**config.mk**
```make
export PLATFORM = sky130hd
export DESIGN_NAME = div32_seq_flat
export DESIGN_NICKNAME = d
export VERILOG_FILES = /design/src/rtl/div32_seq_if.sv /design/src/rtl/div32_seq.sv /design/src/flat_wrapper.sv
export SDC_FILE = /design/constraint.sdc
export NUM_CORES = 1
export LEC_CHECK = 0
export BUFFER_PORTS_ARGS = -buffer_cell sky130_fd_sc_hd__buf_2
export CAP_MARGIN = 10
export CORE_MARGIN = 3
export CORE_UTILIZATION = 65
export CTS_BUF_LIST = sky130_fd_sc_hd__clkbuf_8
export DETAILED_ROUTE_END_ITERATION = 16
export PLACE_DENSITY = 0.87
export SETUP_SLACK_MARGIN = 0.2
export SLEW_MARGIN = 20
export SYNTH_ARGS = -nofsm -noshare
export SYNTH_HDL_FRONTEND = slang
export SYNTH_HIERARCHICAL = 1
export SYNTH_SLANG_ARGS = --single-unit
export TNS_END_PERCENT = 1
```
**constraint.sdc**
```tcl
create_clock -name clk -period 8.95 [get_ports clk]
set_input_delay 1.79 -clock clk [delete_from_list [all_inputs] [get_ports clk]]
set_output_delay 1.79 -clock clk [all_outputs]
set_load 0.03 [all_outputs]
```
**src/rtl/div32_seq_if.sv**
```systemverilog
// div32_seq_if: handshake and operand/result bundle between the control unit
// and the iterative divider.
//   start, is_signed, dividend, divisor : request side, driven by the controller
//   busy, ready, q, r, dbz              : status/result side, driven by the divider
// master = control unit view, slave = divider view.
interface div32_seq_if;
    logic        start;
    logic        is_signed;
    logic [31:0] dividend;
    logic [31:0] divisor;
    logic        busy;
    logic        ready;
    logic [31:0] q;
    logic [31:0] r;
    logic        dbz;

    modport master (
        output start, is_signed, dividend, divisor,
        input  busy, ready, q, r, dbz
    );

    modport slave (
        input  start, is_signed, dividend, divisor,
        output busy, ready, q, r, dbz
    );
endinterface

```
**src/rtl/div32_seq.sv**
```systemverilog
// addsub32: 32-bit adder/subtractor used as the per-step engine of div32_seq.
//   a, b : operands
//   sub  : 1 = a - b, 0 = a + b
//   s    : result modulo 2^32
module addsub32 (
    input  logic [31:0] a,
    input  logic [31:0] b,
    input  logic        sub,
    output logic [31:0] s
);
    assign s = a + (b ^ {32{sub}}) + {31'd0, sub};
endmodule

// div32_seq: iterative 32-bit divider for MIPS DIV/DIVU (LO = quotient,
// HI = remainder). Non-restoring unsigned division on operand magnitudes,
// one quotient bit per cycle, followed by a remainder/sign correction cycle.
//   clk, reset     : clock and synchronous active-high reset
//   bus.start      : request a divide (only honoured in IDLE)
//   bus.is_signed  : 1 = DIV, 0 = DIVU
//   bus.dividend   : rs operand, captured on an accepted start
//   bus.divisor    : rt operand, captured on an accepted start
//   bus.busy       : divide in progress
//   bus.ready      : one-cycle pulse, q/r/dbz valid
//   bus.q, bus.r   : quotient / remainder, held until the next ready
//   bus.dbz        : divisor was zero, held with q/r
//
// state | meaning
// ------+-------------------------------------------------------------
// IDLE  | waiting for start; ready may pulse here for one cycle
// ITER  | 32 non-restoring steps, one quotient bit per cycle
// CORR  | fix negative remainder, apply signs, publish result
module div32_seq #(
    parameter logic [31:0] DBZ_QUOT  = 32'hFFFF_FFFF,
    parameter int          FAST_ZERO = 1
) (
    input  logic       clk,
    input  logic       reset,
    div32_seq_if.slave bus
);

    typedef enum logic [1:0] {
        IDLE = 2'd0,
        ITER = 2'd1,
        CORR = 2'd2
    } state_t;

    state_t      state, state_nx;

    logic [4:0]  cnt;
    logic [32:0] rem;
    logic [31:0] quo;
    logic [31:0] dsr_mag;
    logic [31:0] dvd_raw;
    logic        neg_q;
    logic        neg_r;
    logic        zero_div;

    logic [31:0] q_q;
    logic [31:0] r_q;
    logic        dbz_q;
    logic        ready_q;
    logic        busy_c;

    logic        accept;
    logic        fast_dbz;
    logic [31:0] dvd_mag_in;
    logic [31:0] dsr_mag_in;

    logic [31:0] as_a;
    logic [31:0] as_b;
    logic        as_sub;
    logic [31:0] as_s;

    logic [32:0] rem_sh;
    logic        b_eff31;
    logic        c31;
    logic        c32;
    logic        sign_nx;

    logic [31:0] rem_mag;
    logic [31:0] q_fix;
    logic [31:0] r_fix;

    assign accept   = (state == IDLE) && bus.start;
    assign fast_dbz = (FAST_ZERO != 0) && (bus.divisor == 32'd0);

    assign dvd_mag_in = (bus.is_signed && bus.dividend[31]) ? -bus.dividend : bus.dividend;
    assign dsr_mag_in = (bus.is_signed && bus.divisor[31])  ? -bus.divisor  : bus.divisor;

    // Shift {rem,quo} left by one; the 33-bit view keeps the shifted-out bit.
    assign rem_sh = {rem[31:0], quo[31]};

    addsub32 u_addsub (
        .a   (as_a),
        .b   (as_b),
        .sub (as_sub),
        .s   (as_s)
    );

    // Bit 32 of the new partial remainder. The carry into bit 32 is rebuilt
    // from s[31] and the bit-31 operands, then folded with the shifted sign
    // and the sign-extension of the (possibly inverted) divisor.
    assign b_eff31 = as_b[31] ^ as_sub;
    assign c31     = as_s[31] ^ as_a[31] ^ b_eff31;
    assign c32     = (as_a[31] & b_eff31) | (c31 & (as_a[31] ^ b_eff31));
    assign sign_nx = rem_sh[32] ^ as_sub ^ c32;

    // Final remainder magnitude: in CORR the engine adds the divisor back.
    assign rem_mag = rem[32] ? as_s : rem[31:0];
    assign q_fix   = neg_q ? -quo : quo;
    assign r_fix   = neg_r ? -rem_mag : rem_mag;

    // State register
    always_ff @(posedge clk) begin
        if (reset) begin
            state <= IDLE;
        end else begin
            state <= state_nx;
        end
    end

    // Next-state logic
    always_comb begin
        state_nx = state;
        case (state)
            IDLE: begin
                if (accept && !fast_dbz) begin
                    state_nx = ITER;
                end
            end
            ITER: begin
                if (cnt == 5'd0) begin
                    state_nx = CORR;
                end
            end
            CORR:    state_nx = IDLE;
            default: state_nx = IDLE;
        endcase
    end

    // Output / engine control logic
    always_comb begin
        busy_c = (state != IDLE);
        as_a   = rem_sh[31:0];
        as_b   = dsr_mag;
        as_sub = ~rem[32];
        if (state == CORR) begin
            as_a   = rem[31:0];
            as_sub = 1'b0;
        end
    end

    // Datapath and result registers
    always_ff @(posedge clk) begin
        if (reset) begin
            cnt      <= 5'd0;
            rem      <= 33'd0;
            quo      <= 32'd0;
            dsr_mag  <= 32'd0;
            dvd_raw  <= 32'd0;
            neg_q    <= 1'b0;
            neg_r    <= 1'b0;
            zero_div <= 1'b0;
            q_q      <= 32'd0;
            r_q      <= 32'd0;
            dbz_q    <= 1'b0;
            ready_q  <= 1'b0;
        end else begin
            ready_q <= 1'b0;
            case (state)
                IDLE: begin
                    if (accept) begin
                        if (fast_dbz) begin
                            q_q     <= DBZ_QUOT;
                            r_q     <= bus.dividend;
                            dbz_q   <= 1'b1;
                            ready_q <= 1'b1;
                        end else begin
                            cnt      <= 5'd31;
                            rem      <= 33'd0;
                            quo      <= dvd_mag_in;
                            dsr_mag  <= dsr_mag_in;
                            dvd_raw  <= bus.dividend;
                            neg_q    <= bus.is_signed && (bus.dividend[31] ^ bus.divisor[31]);
                            neg_r    <= bus.is_signed && bus.dividend[31];
                            zero_div <= (bus.divisor == 32'd0);
                        end
                    end
                end
                ITER: begin
                    rem <= {sign_nx, as_s};
                    // Quotient bit is set when the new remainder is non-negative.
                    quo <= {quo[30:0], ~sign_nx};
                    cnt <= cnt - 5'd1;
                end
                CORR: begin
                    if (zero_div) begin
                        q_q   <= DBZ_QUOT;
                        r_q   <= dvd_raw;
                        dbz_q <= 1'b1;
                    end else begin
                        q_q   <= q_fix;
                        r_q   <= r_fix;
                        dbz_q <= 1'b0;
                    end
                    ready_q <= 1'b1;
                end
                default: ;
            endcase
        end
    end

    assign bus.busy  = busy_c;
    assign bus.ready = ready_q;
    assign bus.q     = q_q;
    assign bus.r     = r_q;
    assign bus.dbz   = dbz_q;

endmodule
```
**src/flat_wrapper.sv**
```systemverilog
// flat-port wrapper written by rule: the top's interface ports become plain ports
module div32_seq_flat 
#(
    parameter logic [31:0] DBZ_QUOT  = 32'hFFFF_FFFF,
    parameter int          FAST_ZERO = 1
)
  (clk, reset, bus_start, bus_is_signed, bus_dividend, bus_divisor, bus_busy, bus_ready, bus_q, bus_r, bus_dbz);
  div32_seq_if bus_i ();
  input  logic clk;
  input  logic reset;
  input wire logic [$bits(bus_i.start)-1:0] bus_start;
  input wire logic [$bits(bus_i.is_signed)-1:0] bus_is_signed;
  input wire logic [$bits(bus_i.dividend)-1:0] bus_dividend;
  input wire logic [$bits(bus_i.divisor)-1:0] bus_divisor;
  output wire logic [$bits(bus_i.busy)-1:0] bus_busy;
  output wire logic [$bits(bus_i.ready)-1:0] bus_ready;
  output wire logic [$bits(bus_i.q)-1:0] bus_q;
  output wire logic [$bits(bus_i.r)-1:0] bus_r;
  output wire logic [$bits(bus_i.dbz)-1:0] bus_dbz;
  assign bus_i.start = bus_start;
  assign bus_i.is_signed = bus_is_signed;
  assign bus_i.dividend = bus_dividend;
  assign bus_i.divisor = bus_divisor;
  assign bus_busy = bus_i.busy;
  assign bus_ready = bus_i.ready;
  assign bus_q = bus_i.q;
  assign bus_r = bus_i.r;
  assign bus_dbz = bus_i.dbz;
  div32_seq #(.DBZ_QUOT(DBZ_QUOT), .FAST_ZERO(FAST_ZERO)) u_core (.clk(clk), .reset(reset), .bus(bus_i));
endmodule
```
Yosys cells after proc, flatten, opt, wreduce, memory -nomap -nowiden
Cells that the tools add are included.
Widths: inputs -> output; s select.
{"block": "word_totals", "output_inout_bits": 67, "word_cells": 86, "regBits": 172, "in_bits": 68}
{"block": "op_classes", "reduce_logical": 16, "bitwise_logic": 14, "eq_ne": 7, "n_mux": 31, "add_sub_neg": 7}
{"operator": "$mux 32", "n": 12}
{"operator": "$pmux 32 s2", "n": 3}
{"operator": "$neg 32->32", "n": 4}
{"operator": "$mux 33", "n": 2}
{"operator": "$pmux 33 s2", "n": 1}
{"operator": "$add 32x1->32", "n": 1}
{"operator": "$add 32x32->32", "n": 1}
{"operator": "$logic_not 32->1", "n": 1}
{"operator": "$xor 32x32->32", "n": 1}
{"operator": "$mux 5", "n": 2}
{"operator": "$pmux 5 s2", "n": 1}
{"operator": "$reduce_and 3->1", "n": 3}
{"operator": "$xor 1x1->1", "n": 7}
{"operator": "$ne 2x1->1 const B", "n": 3}
{"operator": "$reduce_bool 2->1", "n": 3}
{"operator": "$logic_and 1x1->1", "n": 5}
{"operator": "$logic_not 5->1", "n": 1}
{"operator": "$mux 1", "n": 5}
{"operator": "$sub 5x1->5 const B", "n": 1}
{"operator": "$mux 2", "n": 2}
{"operator": "$ne 2x2->1 const B", "n": 2}
{"operator": "$pmux 1 s2", "n": 2}
{"operator": "$pmux 2 s2", "n": 1}
{"operator": "$not 1->1", "n": 3}
{"operator": "7 further kinds", "n": 8}

Depth between registers and ports, before layout
{"block": "depth", "depth_word": 12, "mapped_depth": 27, "ltp_nobuf": 18}

Cells and area by module
The synthesis kept the hierarchy.
{"module": "div32_seq", "cells_per_inst": 1280, "area_each_um2": 10273.6, "seq_area_each_um2": 3443.3, "instances": 1}
{"module": "addsub32", "cells_per_inst": 315, "area_each_um2": 2187.1, "seq_area_each_um2": 0.0, "instances": 1}

Worst setup path before layout
No wires, ideal clock.
{"block": "synth_path", "kind": "register -> register", "start": "reg u_core.rem[32]", "end": "reg u_core.r_q[29], in the netlist u_core/bus.r[29]", "required_ns": 8.823, "setup_slack_ns": 2.873, "arrival_ns": 5.950, "stages_incl_launch_ff": 26, "path_cell_list": "dfxtp_1 > buf_6 > buf_2 > buf_2 > buf_4 > buf_2 > buf_2 > buf_2 > nor2_1 > buf_6 > clkbuf_1 > xor2_1 > ha_1 > a2111o_1 > o21ai_0 > nand2_1 > a21o_1 > a21oi_1 > xnor2_1 > or3b_1 > a22o_1 > or3_1 > buf_2 > o41a_1 > and3_1 > or3_1"}
{"block": "synth_via", "elab_chain_len": 9}
{"element": "start, declared", "line": "div32_seq.sv:50", "rtl": "logic [32:0] rem;"}
{"element": "start signal, assigned", "line": "div32_seq.sv:191", "rtl": "rem <= {sign_nx, as_s};"}
{"element": "$not 1->1 *", "line": "div32_seq.sv:146", "rtl": "as_sub = ~rem[32];"}
{"element": "$mux 1 *", "line": "div32_seq.sv:147", "rtl": "if (state == CORR) begin"}
{"element": "via u_core.as_sub", "line": "div32_seq.sv:71", "rtl": "logic as_sub;"}
{"element": "$xor 32x32->32", "line": "div32_seq.sv:11", "rtl": "assign s = a + (b ^ {32{sub}}) + {31'd0, sub};"}
{"element": "$add 32x32->32", "line": "div32_seq.sv:11"}
{"element": "$add 32x1->32 *", "line": "div32_seq.sv:11"}
{"element": "via u_core.as_s[12]", "line": "div32_seq.sv:72", "rtl": "logic [31:0] as_s;"}
{"element": "$mux 32 *", "line": "div32_seq.sv:109", "rtl": "assign rem_mag = rem[32] ? as_s : rem[31:0];"}
{"element": "$neg 32->32 *", "line": "div32_seq.sv:111", "rtl": "assign r_fix = neg_r ? -rem_mag : rem_mag;"}
{"element": "$mux 32 *", "line": "div32_seq.sv:111"}
{"element": "$pmux 32 s2 *", "line": "div32_seq.sv:170", "rtl": "case (state)"}
{"element": "end signal, assigned", "line": "div32_seq.sv:175", "rtl": "r_q <= bus.dividend;"}
{"element": "end signal, assigned", "line": "div32_seq.sv:199", "rtl": "r_q <= dvd_raw;"}
{"element": "end signal, assigned", "line": "div32_seq.sv:203", "rtl": "r_q <= r_fix;"}
{"element": "end, declared", "line": "div32_seq.sv:59", "rtl": "logic [31:0] r_q;"}
The timed path passes the listed nets; every way through them passes the cells marked *.
A chain may end at the register's enable or synchronous reset.

Worst setup path in the final report
{"block": "layout_path", "start": "reg u_core.state[1]", "end": "reg u_core.r_q[29], in the netlist u_core/bus.r[29]"}
{"block": "layout_via", "elab_chain_len": 9}
{"element": "start, declared", "line": "div32_seq.sv:47", "rtl": "state_t state, state_nx;"}
{"element": "start signal, assigned", "line": "div32_seq.sv:118", "rtl": "state <= state_nx;"}
{"element": "$eq 2x2->1 *", "line": "div32_seq.sv:147"}
{"element": "$mux 1 *", "line": "div32_seq.sv:147"}
{"element": "via u_core.as_sub", "line": "div32_seq.sv:71"}
{"element": "$xor 32x32->32", "line": "div32_seq.sv:11"}
{"element": "$add 32x32->32", "line": "div32_seq.sv:11"}
{"element": "$add 32x1->32 *", "line": "div32_seq.sv:11"}
{"element": "via u_core.as_s[12]", "line": "div32_seq.sv:72"}
{"element": "$mux 32 *", "line": "div32_seq.sv:109"}
{"element": "$neg 32->32 *", "line": "div32_seq.sv:111"}
{"element": "$mux 32 *", "line": "div32_seq.sv:111"}
{"element": "$pmux 32 s2 *", "line": "div32_seq.sv:170"}
Marked as above.

==> impl_metrics.json <==
{
  "r2r_end": "u_core/bus.r[29]",
  "finish.utilization_pct": 72.3,
  "setup_violations": 0,
  "whs_ns": 0.479,
  "cp-end-kind": "flop",
  "setup_ws_ns": 2.67,
  "rows": 50,
  "grt_pass1_vias": 11216,
  "grt_usage_pct": 32.1,
  "tns_ns": 0,
  "path_cells": "nor2b_4, buf_4, nor2_4, xor2_1, ha_1, a2111o_1, o21ai_0, nand2_1, a21o_1, a21oi_1, xnor2_1, or3b_1, a22o_1, or3_1, o41a_1, and3_1, or3_1",
  "crit_path_start_kind": "flop",
  "place_hpwl_microns": 26000,
  "gp_congestion": 1.01,
  "wl_microns": 34800,
  "fillCellCount": 1460,
  "cpMostUsedCell": "or3_1",
  "cp_max_fo": 79,
  "cts_resized": 0,
  "cts_hold_buf": 0,
  "vias": 12663,
  "synthCells": 1595,
  "die_w_microns": 144,
  "coreArea_sq_um": 18800,
  "post_cts_buffers": 0,
  "ant_nets": 0,
  "worst-r2r-cell-count": 17,
  "drt-pass1-iter-count": 7,
  "grt-ovfl-total": 0,
  "synth_common_cells": "nand2_1 (201), dfxtp_1 (172), nor2_1 (155)",
  "clock-root-buffer": "clkbuf_8",
  "cts.sinks": 172,
  "cts_tree": "built",
  "vdd_drop_max_mv": 0.190,
  "p_per_area_nw_per_um2": 348,
  "fp.dieH_microns": 144,
  "r2r_slack_ns": 2.67,
  "die-area_sq_um": 20900,
  "whs_endpoint": "u_core/state[1]",
  "grt_max_degree": 85,
  "reg2reg_from": "u_core/state[1]",
  "dpl_cell_area_sq_um": 13200,
  "clock_skew_ns": 0.0147,
  "wire_per_inst_microns": 18.2,
  "path_clk_slew_ns": 0.10,
  "syn_area_per_cell_sq_um": 7.81,
  "fmax_ghz": 0.159,
  "stdcell_area_sq_um": 13600,
  "cap_violations": 0,
  "worstMarginPinSlew_ns": 1.12,
  "fin_crit_ns": 6.28,
  "cpPeakStageDelay_ns": 0.90,
  "required_ns": 9.31,
  "pre_cts_ws_ns": 2.80,
  "synth_seq_cells": 172,
  "ys_top_cells_by_area": "dfxtp_1 (28%), xnor2_1 (6.3%), nand2_1 (6.1%)",
  "io-pin-count": 135,
  "cts_buffer_depth": 2,
  "maxSlewViolCount": 0,
  "fin_nets": 1768,
  "start_util_pct": 66.4,
  "syn-cell-area_sq_um": 12500,
  "critPathSlowestCell": "nor2_4",
  "grt_pass1_wl_microns": 55000,
  "rsz0062_at_grt": "no",
  "min_path_cells": 1,
  "cts_buffers": 17,
  "yosysTopAreaCell": "dfxtp_1",
  "synth_flop_cell": "dfxtp_1",
  "synth_edf_count": 0,
  "io_buffers": 134,
  "async_reset_ff_share_pct": 0,
  "yosysMostFrequentCell": "nand2_1",
  "first_iter_violations": 1348,
  "yosysUniqueCellTypes": 85,
  "status": "complete, no violations",
  "hold_violations": 0,
  "path_class": "reg2reg",
  "final_layout_size_suffix_gt1_share_pct": 14.8,
  "worstHoldStart": "u_core/cnt[4]",
  "stdcell_count": 1909,
  "slew_headroom_pct": 24.8,
  "synth_top_area_share_pct": 27.6,
  "cp.arrival_ns": 6.64,
  "synth-seq-area-share_pct": 27.6,
  "antenna_found_initial": 0,
  "area_growth_pct": 8.85,
  "yosys_warnings": 6,
  "route.detailed.drc": 0,
  "h-tree-depth": 4,
  "hp-class": "reg2reg",
  "worstSkewPairLatency_ns": 0.47,
  "vias_per_cell": 6.63,
  "power.leakage_nw": 5.44,
  "synth_fp_nets": 1702,
  "period_share_pct": 70.2,
  "dp_cells": 1876,
  "total_power_mw": 4.72
}
## power by group
part	internal (mW)	leakage, nW	switching (mW)	total (mW)
combinational	1.16	3.83	1.99	3.15
clock	0.236	0.197	0.327	0.562
sequential	0.868	1.41	0.138	1.01
## cells in the final DEF, fill, tap and decap left out, drive strengths merged, types with 34 or more instances in the layout
cell	n
a211oi	58
o21ai	71
a21oi	92
nor3	49
dfxtp	172
mux2i	42
inv	45
ha	38
xnor2	89
nor2	156
a22o	34
nand2	201
xor2	69
buf	151
## cell type report
cell class | count | area (sq um) | area share, %
diodes | 1 | 2.50 | 0.0185
clock buffers | 17 | 234 | 1.73
clock inverters | 15 | 174 | 1.28
inverters | 37 | 139 | 1.02
multi-input cells | 1282 | 8480 | 62.5
flip-flops and latches | 172 | 3440 | 25.4
well taps | 234 | 293 | 2.16
repair buffers | 151 | 801 | 5.90
## routing by layer
| metal | wire length, microns | track usage (%) | share of wire [%] | up-vias |
|---|---|---|---|---|
| met5 | 0 | 0 | 0 | - |
| met1 | 14800 | 43.2 | 42 | 5882 |
| met3 | 2940 | 4.46 | 8.4 | 110 |
| li1 | - | - | - | 5977 |
| met4 | 1120 | 11.3 | 3.2 | 0 |
| met2 | 16000 | 52.9 | 46 | 694 |
## sequential cells by signal (all words and copies together), names as in the netlist
name,count
u_core/state,2
u_core/bus.ready,1
u_core/rem,33
u_core/as_b,32
u_core/neg_r,1
u_core/neg_q,1
u_core/bus.r,32
u_core/bus.dbz,1
u_core/bus.q,32
u_core/cnt,5
u_core/quo,32
## worst max-delay path by stage
| stage | slack [ns] | endpoint | cells past startpoint | start |
|---|---|---|---|---|
| floorplan | 2.87 | u_core/bus.r[29] | 25 | u_core/rem[32] |
| global placement | 2.98 | u_core/bus.r[29] | 18 | u_core/state[1] |
| detailed placement | 2.80 | u_core/bus.r[29] | 17 | u_core/state[1] |
| CTS | 2.77 | u_core/bus.r[29] | 17 | u_core/state[1] |
| global route | 2.43 | u_core/bus.r[29] | 18 | u_core/state[1] |
| finish | 2.67 | u_core/bus.r[29] | 17 | u_core/state[1] |
## critical path: cells and delay by family (launching register included)
family	cells	cell delay, ns
and+or+nand+nor	7	2.61
AOI/OAI and AO/OA	6	2.03
xor gates and xnor gates	2	0.34
DFF	1	0.38
buffers and inverters	1	0.37
adders and majority gates	1	0.40
## cells by family after synthesis
| logic type | after synthesis | synth area share, % |
|---|---|---|
| xor+xnor | 158 | 11.1 |
| fa+ha+maj | 39 | 3.98 |
| compound gates | 463 | 26.3 |
| mux | 54 | 4.49 |
| buf+inv | 141 | 4.75 |
| simple gates | 568 | 21.7 |
| flops | 172 | 27.6 |
(Power assumes the default switching activity.)
